### config.mk
export PLATFORM = sky130hd
export DESIGN_NAME = seg7_scan_capture
export DESIGN_NICKNAME = d
export VERILOG_FILES = /design/src/rtl/seg7_pkg.sv /design/src/rtl/seg7_pattern_decode.sv /design/src/rtl/seg7_scan_capture.sv
export SDC_FILE = /design/constraint.sdc
export NUM_CORES = 1
export LEC_CHECK = 0
export ABC_AREA = 1
export ABC_CLOCK_PERIOD_IN_PS = 5600
export BUFFER_PORTS_ARGS = -buffer_cell sky130_fd_sc_hd__buf_2
export CAP_MARGIN = 20
export CORE_AREA = 2 2 78 73
export CTS_CLUSTER_SIZE = 24
export DETAILED_ROUTE_END_ITERATION = 7
export DIE_AREA = 0 0 80 75
export GPL_TIMING_DRIVEN = 0
export PLACE_DENSITY = 0.74
export REMOVE_ABC_BUFFERS = 1
export SYNTH_ARGS = -nofsm -noshare
export SYNTH_HDL_FRONTEND = slang
export SYNTH_SLANG_ARGS = --single-unit
### constraint.sdc
create_clock -name clk -period 5.6 [get_ports clk]
set_clock_uncertainty 0.15 [all_clocks]
set_input_delay 1.12 -clock clk [delete_from_list [all_inputs] [get_ports clk]]
set_output_delay 1.12 -clock clk [all_outputs]
set_load 0.01 [all_outputs]
### src/rtl/seg7_pkg.sv
// Shared definitions for the 7-segment display path: segment patterns and scan-capture FSM states.
// Latency: n/a (constants and types only).
// Backpressure: n/a.
//
// Segment vectors are active-low, ordered {a,b,c,d,e,f,g} = bit6..bit0.
// The forward BCD-to-segment driver and the scan capture reader both use these patterns,
// so the two directions of the display path always agree.
package seg7_pkg;

    localparam logic [6:0] SEG_0     = 7'b0000001;
    localparam logic [6:0] SEG_1     = 7'b1001111;
    localparam logic [6:0] SEG_2     = 7'b0010010;
    localparam logic [6:0] SEG_3     = 7'b0000110;
    localparam logic [6:0] SEG_4     = 7'b1001100;
    localparam logic [6:0] SEG_5     = 7'b0100100;
    localparam logic [6:0] SEG_6     = 7'b0100000;
    localparam logic [6:0] SEG_7     = 7'b0001101;
    localparam logic [6:0] SEG_8     = 7'b0000000;
    localparam logic [6:0] SEG_9     = 7'b0000100;
    localparam logic [6:0] SEG_BLANK = 7'b1111111;

    // Code reported for any pattern that is not one of the ten digits.
    localparam logic [3:0] CODE_INVALID = 4'hF;

    // COLLECT: gathering digits for the next frame, nothing offered downstream.
    // PRESENT: a frame is held on the outputs with frame_valid high.
    typedef enum logic {
        COLLECT = 1'b0,
        PRESENT = 1'b1
    } scan_state_e;

endpackage

### src/rtl/seg7_pattern_decode.sv
// Maps one active-low 7-segment pattern to its BCD code and flags anything that is not a digit.
// Latency: purely combinational, zero cycles.
// Backpressure: none; output follows the input continuously.
//
// Ports:
//   seg_n_i    7-bit active-low segment pattern {a,b,c,d,e,f,g}
//   code_o     BCD code 0..9, or 4'hF when the pattern is not a digit
//   invalid_o  high when the pattern is not one of the ten digits (blank included)
module seg7_pattern_decode
    import seg7_pkg::*;
(
    input  logic [6:0] seg_n_i,
    output logic [3:0] code_o,
    output logic       invalid_o
);

    always_comb begin
        code_o    = CODE_INVALID;
        invalid_o = 1'b0;
        case (seg_n_i)
            SEG_0:   code_o = 4'd0;
            SEG_1:   code_o = 4'd1;
            SEG_2:   code_o = 4'd2;
            SEG_3:   code_o = 4'd3;
            SEG_4:   code_o = 4'd4;
            SEG_5:   code_o = 4'd5;
            SEG_6:   code_o = 4'd6;
            SEG_7:   code_o = 4'd7;
            SEG_8:   code_o = 4'd8;
            SEG_9:   code_o = 4'd9;
            default: begin
                code_o    = CODE_INVALID;
                invalid_o = 1'b1;
            end
        endcase
    end

endmodule

### src/rtl/seg7_scan_capture.sv
// Recovers the BCD value of each digit of a multiplexed 7-segment bus and delivers whole frames.
// Latency: capture STABLE_CYCLES edges after a value reaches the input register; frame_valid one edge later.
// Backpressure: frame held stable until frame_ready; a frame completing while one is held is dropped and sets sticky overrun.
//
// Ports:
//   clk, rst      clock; asynchronous active-high reset
//   seg_n         active-low segments {a,b,c,d,e,f,g}
//   an_n          active-low digit anodes, an_n[i] selects digit i
//   digits_o      frame data, digit i in bits [4i+3:4i]
//   frame_valid   frame available on digits_o / frame_err
//   frame_ready   consumer accepts when frame_valid && frame_ready
//   frame_err     frame contains at least one non-digit pattern
//   overrun       sticky: a completed frame was discarded under back-pressure
module seg7_scan_capture
    import seg7_pkg::*;
#(
    parameter int NUM_DIGITS    = 4,
    parameter int STABLE_CYCLES = 4
) (
    input  logic                    clk,
    input  logic                    rst,
    input  logic [6:0]              seg_n,
    input  logic [NUM_DIGITS-1:0]   an_n,
    output logic [4*NUM_DIGITS-1:0] digits_o,
    output logic                    frame_valid,
    input  logic                    frame_ready,
    output logic                    frame_err,
    output logic                    overrun
);

    localparam int               CNT_W   = $clog2(STABLE_CYCLES + 1);
    localparam logic [CNT_W-1:0] CNT_MAX = CNT_W'(STABLE_CYCLES);

    // ------------------------------------------------------------------
    // Input stage: one register on the bus plus a copy of the previous
    // sample, so the dwell counter compares two registered values.
    // ------------------------------------------------------------------
    logic [6:0]            seg_q, seg_prev_q;
    logic [NUM_DIGITS-1:0] an_q, an_prev_q;

    always_ff @(posedge clk or posedge rst) begin
        if (rst) begin
            seg_q      <= '1;
            seg_prev_q <= '1;
            an_q       <= '1;
            an_prev_q  <= '1;
        end else begin
            seg_q      <= seg_n;
            seg_prev_q <= seg_q;
            an_q       <= an_n;
            an_prev_q  <= an_q;
        end
    end

    // ------------------------------------------------------------------
    // Pattern decode of the registered sample
    // ------------------------------------------------------------------
    logic [3:0] code;
    logic       code_invalid;

    seg7_pattern_decode u_decode (
        .seg_n_i   (seg_q),
        .code_o    (code),
        .invalid_o (code_invalid)
    );

    // ------------------------------------------------------------------
    // Anode qualification: only a sample with exactly one active anode
    // belongs to a digit. an_act doubles as the one-hot digit select.
    // ------------------------------------------------------------------
    logic [NUM_DIGITS-1:0] an_act;
    logic                  eligible;
    logic                  same_sample;

    assign an_act      = ~an_q;
    assign eligible    = (an_act != '0) && ((an_act & (an_act - NUM_DIGITS'(1))) == '0);
    assign same_sample = (seg_q == seg_prev_q) && (an_q == an_prev_q);

    // ------------------------------------------------------------------
    // Dwell counter. Saturation at CNT_MAX makes the "becomes CNT_MAX"
    // condition true exactly once per uninterrupted dwell.
    // ------------------------------------------------------------------
    logic [CNT_W-1:0] cnt_q, cnt_d;
    logic             capture;

    always_comb begin
        cnt_d = '0;
        if (eligible) begin
            if (!same_sample) begin
                cnt_d = CNT_W'(1);
            end else if (cnt_q == CNT_MAX) begin
                cnt_d = cnt_q;
            end else begin
                cnt_d = cnt_q + CNT_W'(1);
            end
        end
    end

    assign capture = eligible && (cnt_d == CNT_MAX) && (cnt_q != CNT_MAX);

    always_ff @(posedge clk or posedge rst) begin
        if (rst) begin
            cnt_q <= '0;
        end else begin
            cnt_q <= cnt_d;
        end
    end

    // ------------------------------------------------------------------
    // Frame assembly: working nibbles, per-digit seen mask, error accumulator
    // ------------------------------------------------------------------
    logic [NUM_DIGITS-1:0][3:0] work_q, work_d;
    logic [NUM_DIGITS-1:0]      seen_q, seen_d;
    logic                       err_acc_q, err_acc_d;
    logic                       frame_full;

    assign frame_full = &seen_q;

    // A completed frame is consumed (loaded or dropped) in the cycle after
    // its last capture. A capture landing in that same cycle belongs to the
    // next frame, so it is ORed onto the cleared mask rather than lost.
    always_comb begin
        work_d    = work_q;
        seen_d    = frame_full ? '0 : seen_q;
        err_acc_d = frame_full ? 1'b0 : err_acc_q;
        if (capture) begin
            for (int i = 0; i < NUM_DIGITS; i++) begin
                if (an_act[i]) begin
                    work_d[i] = code;
                end
            end
            seen_d    = seen_d | an_act;
            err_acc_d = err_acc_d | code_invalid;
        end
    end

    always_ff @(posedge clk or posedge rst) begin
        if (rst) begin
            work_q    <= '0;
            seen_q    <= '0;
            err_acc_q <= 1'b0;
        end else begin
            work_q    <= work_d;
            seen_q    <= seen_d;
            err_acc_q <= err_acc_d;
        end
    end

    // ------------------------------------------------------------------
    // Output FSM: state register / next-state / outputs
    // ------------------------------------------------------------------
    scan_state_e state_q, state_d;
    logic        handshake;

    logic [4*NUM_DIGITS-1:0] digits_q, digits_d;
    logic                    frame_valid_q, frame_valid_d;
    logic                    frame_err_q, frame_err_d;
    logic                    overrun_q, overrun_d;

    assign handshake = frame_valid_q && frame_ready;

    always_ff @(posedge clk or posedge rst) begin
        if (rst) begin
            state_q <= COLLECT;
        end else begin
            state_q <= state_d;
        end
    end

    always_comb begin
        state_d = state_q;
        case (state_q)
            COLLECT: begin
                if (frame_full) begin
                    state_d = PRESENT;
                end
            end
            PRESENT: begin
                // A new frame arriving on the handshake cycle keeps us here
                // so frame_valid has no bubble between frames.
                if (handshake && !frame_full) begin
                    state_d = COLLECT;
                end
            end
            default: state_d = COLLECT;
        endcase
    end

    always_comb begin
        digits_d      = digits_q;
        frame_err_d   = frame_err_q;
        overrun_d     = overrun_q;
        frame_valid_d = (state_d == PRESENT);
        case (state_q)
            COLLECT: begin
                if (frame_full) begin
                    digits_d    = work_q;
                    frame_err_d = err_acc_q;
                end
            end
            PRESENT: begin
                if (frame_full) begin
                    if (handshake) begin
                        digits_d    = work_q;
                        frame_err_d = err_acc_q;
                    end else begin
                        // Held frame wins; the newer one is thrown away.
                        overrun_d = 1'b1;
                    end
                end
            end
            default: ;
        endcase
    end

    always_ff @(posedge clk or posedge rst) begin
        if (rst) begin
            digits_q      <= '0;
            frame_valid_q <= 1'b0;
            frame_err_q   <= 1'b0;
            overrun_q     <= 1'b0;
        end else begin
            digits_q      <= digits_d;
            frame_valid_q <= frame_valid_d;
            frame_err_q   <= frame_err_d;
            overrun_q     <= overrun_d;
        end
    end

    assign digits_o    = digits_q;
    assign frame_valid = frame_valid_q;
    assign frame_err   = frame_err_q;
    assign overrun     = overrun_q;

endmodule
Yosys cells after proc, flatten, opt, wreduce, memory -nomap -nowiden
Index checks and enable logic that the tools add are counted.

storage, ports and cells
  register bits after elaboration = 65
  input bits = 14
  output and inout port bits = 19
  word-level logic and storage cells = 78

cells by class
  add/sub/neg operators = 2
  eq/ne operators = 17
  muxes and demuxes = 20
  bitwise operators = 6
  reductions and logical operators = 18

operator list
  cell                                            count
  2-to-1 mux 16 bit                               3
  case mux 4 bit (10 select lines)                1
  case mux 16 bit (2 select lines)                1
  == test 7 x 3 -> 1 bit (second input constant)  2
  == test 7 x 6 -> 1 bit (second input constant)  2
  == test 7 bit (second input constant)           2
  OR reduction 10 bit                             1
  2-to-1 mux 3 bit                                3
  2-to-1 mux 1 bit                                8
  2-to-1 mux 4 bit                                2
  AND reduction 2 bit                             4
  == test 7 x 1 -> 1 bit (second input constant)  1
  == test 7 x 4 -> 1 bit (second input constant)  1
  == test 7 x 5 -> 1 bit (second input constant)  1
  == test 7 bit                                   1
  logical NOT 7 bit                               1
  == test 3 bit (second input constant)           2
  logical AND 1 bit                               6
  != test 2 bit (second input constant)           3
  AND reduction 6 bit                             1
  AND 4 bit                                       1
  == test 4 bit                                   1
  logical NOT 4 bit                               1
  NOT 4 bit                                       1
  11 further kinds                                13

Depth between registers and ports, before layout
  word-level depth = 10
  mapped depth = 13
  mapped depth without buffers = 12

Modules after synthesis
A second synthesis with hierarchy kept.

second synthesis, totals
  cell total of the unflattened synthesis = 318
  area total of the unflattened synthesis = 2950.3 sq um

by module, submodules not included
  module               instances  cells each  area each (sq um)  sequential area each (sq um)
  seg7_scan_capture    1          265         2707.6             1654.1
  seg7_pattern_decode  1          53          242.7              0.0

Worst setup path before layout
No wires, ideal clock.

  path kind = input to register
  start = input frame_ready
  end = register digits_q[0] (netlist: digits_o[0])
  setup time = 0.125 ns
  arrival time = 2.050 ns
  data required time = 5.325 ns
  setup slack = 3.275 ns
  cell stages on the path = 5
  buffers on the path = 1
  path through = nor2_1 inv_1 nand2_1 buf_2 mux2_2

between the ends
  word-level cells in the longest chain between the ends = 3

ends and longest elaborated chain
  what                           RTL line                  text
  start, declared                seg7_scan_capture.sv:26   input logic frame_ready,
  logical AND 1 bit              seg7_scan_capture.sv:160  assign handshake = frame_valid_q && frame_ready;
  != test 2 bit (no line)        --
  AND reduction 3 bit (no line)  --
  end signal, assigned           seg7_scan_capture.sv:223  digits_q <= digits_d;
  end, declared                  seg7_scan_capture.sv:155  logic [4*NUM_DIGITS-1:0] digits_q, digits_d;

No other way between the ends.
A chain may end at the register's enable or synchronous reset.

Worst setup path in the final report
  start = register an_q[3]
  end = register work_q[2] (netlist name)

between the ends
  word-level cells in the longest chain between the ends = 10
  elaborated cells between the ends (all ways) = 14
  those cells by class = add/sub (1); eq/ne (2); mux (2); bitwise (2); reduce/logical (7)

ends and longest elaborated chain
  what                                 RTL line                  text
  start, declared                      seg7_scan_capture.sv:39   logic [NUM_DIGITS-1:0] an_q, an_prev_q;
  start signal, assigned               seg7_scan_capture.sv:50   an_q <= an_n;
  NOT 4 bit                            seg7_scan_capture.sv:75   assign an_act = ~an_q;
  subtractor 4 x 1 -> 4 bit            seg7_scan_capture.sv:76   assign eligible = (an_act != '0) && ((an_act & (an_act - NUM_DIGITS'(1))) == '0);
  AND 4 bit                            seg7_scan_capture.sv:76
  logical NOT 4 bit                    seg7_scan_capture.sv:76
  logical AND 1 bit                    seg7_scan_capture.sv:76
  2-to-1 mux 3 bit                     seg7_scan_capture.sv:88   if (eligible) begin
  == test 3 bit                        seg7_scan_capture.sv:99   assign capture = eligible && (cnt_d == CNT_MAX) && (cnt_q != CNT_MAX);
  logical AND 1 bit (*) (2 in series)  seg7_scan_capture.sv:99
  AND reduction 2 bit (no line) (*)    --
  end signal, assigned                 seg7_scan_capture.sv:143  work_q <= work_d;
  end, declared                        seg7_scan_capture.sv:112  logic [NUM_DIGITS-1:0][3:0] work_q, work_d;

Mark *: on every way between the ends. The rest lies on a longest branch, timed or not.

==> impl_metrics.tcl <==
set metrics [dict create \
    die_y_um 75 \
    grt_setup_unrepaired "no" \
    first_iter_violations 67 \
    gp_congestion 0.7709 \
    start_util_pct 53.90 \
    power_frac_seq_pct 51.6 \
    hold_buffers 0 \
    setup_viol 0 \
    met2_usage_pct 29.63 \
    cts_tree "done" \
    drive_gt1_share_pct 28.57 \
    dieArea_um2 6000 \
    h-tree-depth 3 \
    pwr-share-clk_pct 43.4 \
    yosys.area.top_type "dfrtp_1" \
    path_class "reg -> reg" \
    first_pass_iters 4 \
    post_cts_buffers 0 \
    syn_area_um2 2765 \
    postRouteAntennaNets 0 \
    yosysSeqAreaShare_pct 59.82 \
    num_vias 1935 \
    ir_drop_v 0.0002403 \
    root_buffer "clkbuf_8" \
    fillers 459 \
    clock_latency_ns 0.34 \
    finalWorstSetupSlack_ns 3.008 \
    required_ns 5.68 \
    remaining_drc_errors 0 \
    syn_avg_cell_area_um2 9.535 \
    hold_violations 0 \
    vias_per_cell 4.801 \
    hold_depth 0 \
    synthDistinctLibCells 23 \
    row_count 25 \
    grt_max_degree 45 \
    endpoint_kind "flip-flop" \
    switchingPower_uw 201.5 \
    cts_buffers 9 \
    power.density_nw_per_um2 297.8 \
    wl_um 4574 \
    hp-class "reg -> reg" \
    cts.sinks 65 \
    first_global_vias 1871 \
    tightest_slew_ns 0.7732 \
    drv_cap 0 \
    syn_to_final_growth_pct 16.61 \
    grt_pass1_wl_um 8038 \
    hpwlAfterDp_um 3282 \
    min_period_ns 2.592 \
    busiest_layer "met2" \
    p_int_uw 758.7 \
    fp.dieW_um 80 \
    cts.clk_slew.worst_paths_ns 0.07 \
    overflow 0 \
    ys_warn_count 0 \
    maxSlewViolCount 0 \
    io_pins 33 \
    ff2ff_path_depth 9 \
    timing.final.crit_share_pct 46.29 \
    diodes 0 \
    p_comb_share_pct 5.0 \
    core_um2 5130 \
    critPathMaxFanout 21 \
    port_buffers 32 \
    global_route.usage.met1_pct 22.20 \
    synth_top_area_share_pct 38.91 \
    grt.total_usage_pct 18.25 \
    start_kind "flip-flop" \
    use_met3_pct 7.914 \
    wire_per_inst_um 11.35 \
    sw_frac_of_total_pct 20.99 \
    synthCells 290 \
    grt_antenna_before_repair 0 \
    arrival_ns 2.67 \
    slew_headroom_pct 48.40 \
    synth.ff_latch_count 65 \
    fmax_ghz 0.3857 \
    nNetsFinal 347 \
    status "complete, no violations" \
    synth.area.top_cells "dfrtp_1 (39%), dfstp_2 (21%), nand2_1 (14%)" \
    clock_path_buffers 2 \
    pre_cts_ws_ns 2.989 \
    static-leakage-power_uw 0.001793 \
    setup_tns_ns 0 \
    cts_resized 0 \
]
==> Yosys cell counts, drive strengths merged <==
cell type / count
a21boi: 1
a21oi: 2
and3: 1
buf: 3
dfrtp: 43
dfstp: 22
ha: 2
inv: 32
mux2: 17
nand2: 105
nand3: 24
nand4: 7
nor2: 19
nor3: 2
o21ai: 3
o21bai: 1
xnor2: 5
xor2: 1
==> power by group through the flow <==
stage               clock network, µW  logic (µW)  registers [µW]
floorplan                           0        33.4             501
global placement                    0        45.1             503
detailed placement                  0        48.6             503
CTS                               430        49.2             495
global route                      451        55.6             497
finish                            417        48.3             495
==> kinds of logic after synthesis <==
family | count (synthesis) | share of synthesized area [%]
xor+xnor | 6 | 1.900
mux | 17 | 6.923
simple gates | 158 | 23.80
compound gates | 7 | 1.448
flops | 65 | 59.82
fa+ha+maj | 2 | 0.9048
buf+inv | 35 | 5.203
==> worst max-delay path, stage by stage, from the launching register on <==
cell      delay (ns)
dfstp_2         0.57
inv_1           0.12
nand2_1         0.09
nand2_1         0.05
a21boi_1        0.27
nand4_1         0.17
nor2_2          0.62
nand2_1         0.27
nand2_1         0.13
nand2_1         0.05
==> layout by cell type, fill, tap and decap left out <==
| master | instances |
|---|---|
| clkbuf_1 | 2 |
| inv_2 | 5 |
| clkinv_2 | 1 |
| xor2_1 | 1 |
| mux2_2 | 17 |
| nor3_1 | 2 |
| nor2_1 | 17 |
| a21boi_1 | 1 |
| buf_2 | 32 |
| o21ai_0 | 3 |
| clkbuf_8 | 11 |
| xnor2_1 | 5 |
| o21bai_1 | 1 |
| dfrtp_1 | 43 |
| bufinv_16 | 1 |
| and3_1 | 1 |
| dfstp_2 | 22 |
| inv_1 | 27 |
| nand2_1 | 102 |
| nand4_1 | 7 |
| buf_12 | 1 |
| ha_1 | 2 |
| nor2_2 | 2 |
| clkbuf_16 | 1 |
| nand3_1 | 24 |
| nand2_2 | 3 |
| a21oi_1 | 2 |
==> registers in the layout (all words and copies together) (netlist names) <==
register	cells
seg_q	7
overrun	1
cnt_q	3
seg_prev_q	7
frame_err	1
err_acc_q	1
an_prev_q	4
frame_valid	1
seen_q	4
work_q	16
an_q	4
digits_o	16
==> final cells by class <==
cell class | count | area, µm² | share of cell area (%)
Clock buffer | 14 | 183.9 | 5.704
Clock inverter | 2 | 35.03 | 1.087
Inverter | 32 | 120.1 | 3.725
Multi-Input combinational cell | 190 | 967.2 | 30.00
Sequential cell | 65 | 1654 | 51.30
Tap cell | 67 | 83.83 | 2.600
Timing Repair Buffer | 33 | 180.2 | 5.588
==> final timing paths <==
check                                 to     start  slack, ns
max                            work_q[2]   an_q[3]       3.01
min in group asynchronous   digits_o[13]       rst       0.64
min                        seg_prev_q[2]  seg_q[2]       0.24
max reg2reg                    work_q[2]   an_q[3]       3.01
min reg2reg                seg_prev_q[2]  seg_q[2]       0.24
max in group asynchronous   an_prev_q[0]       rst       4.03
==> metrics by stage <==
stage / utilization, % / total power [µW] / instances / hold slack [ns] / cell area (µm²)
4_1_cts: 62.85 / 974.4 / 403 / 0.2455 / 3224
2_1_floorplan: - / 534.5 / 287 / 0.2234 / 2741
5_1_grt: 62.85 / 1003 / 403 / 0.2513 / 3224
6_report: 62.85 / 960.2 / 403 / 0.2432 / 3224
3_3_place_gp: 58.20 / 548.0 / 386 / 0.2346 / 2985
3_5_place_dp: 58.59 / 552.0 / 387 / 0.2360 / 3005
==> metal layers <==
layer	up-vias	share of wire, %
li1	996	-
met1	899	47
met2	34	47
met3	6	4.5
met4	0	1.1
met5	-	0
Note: power is estimated with default switching activity, not from simulation.
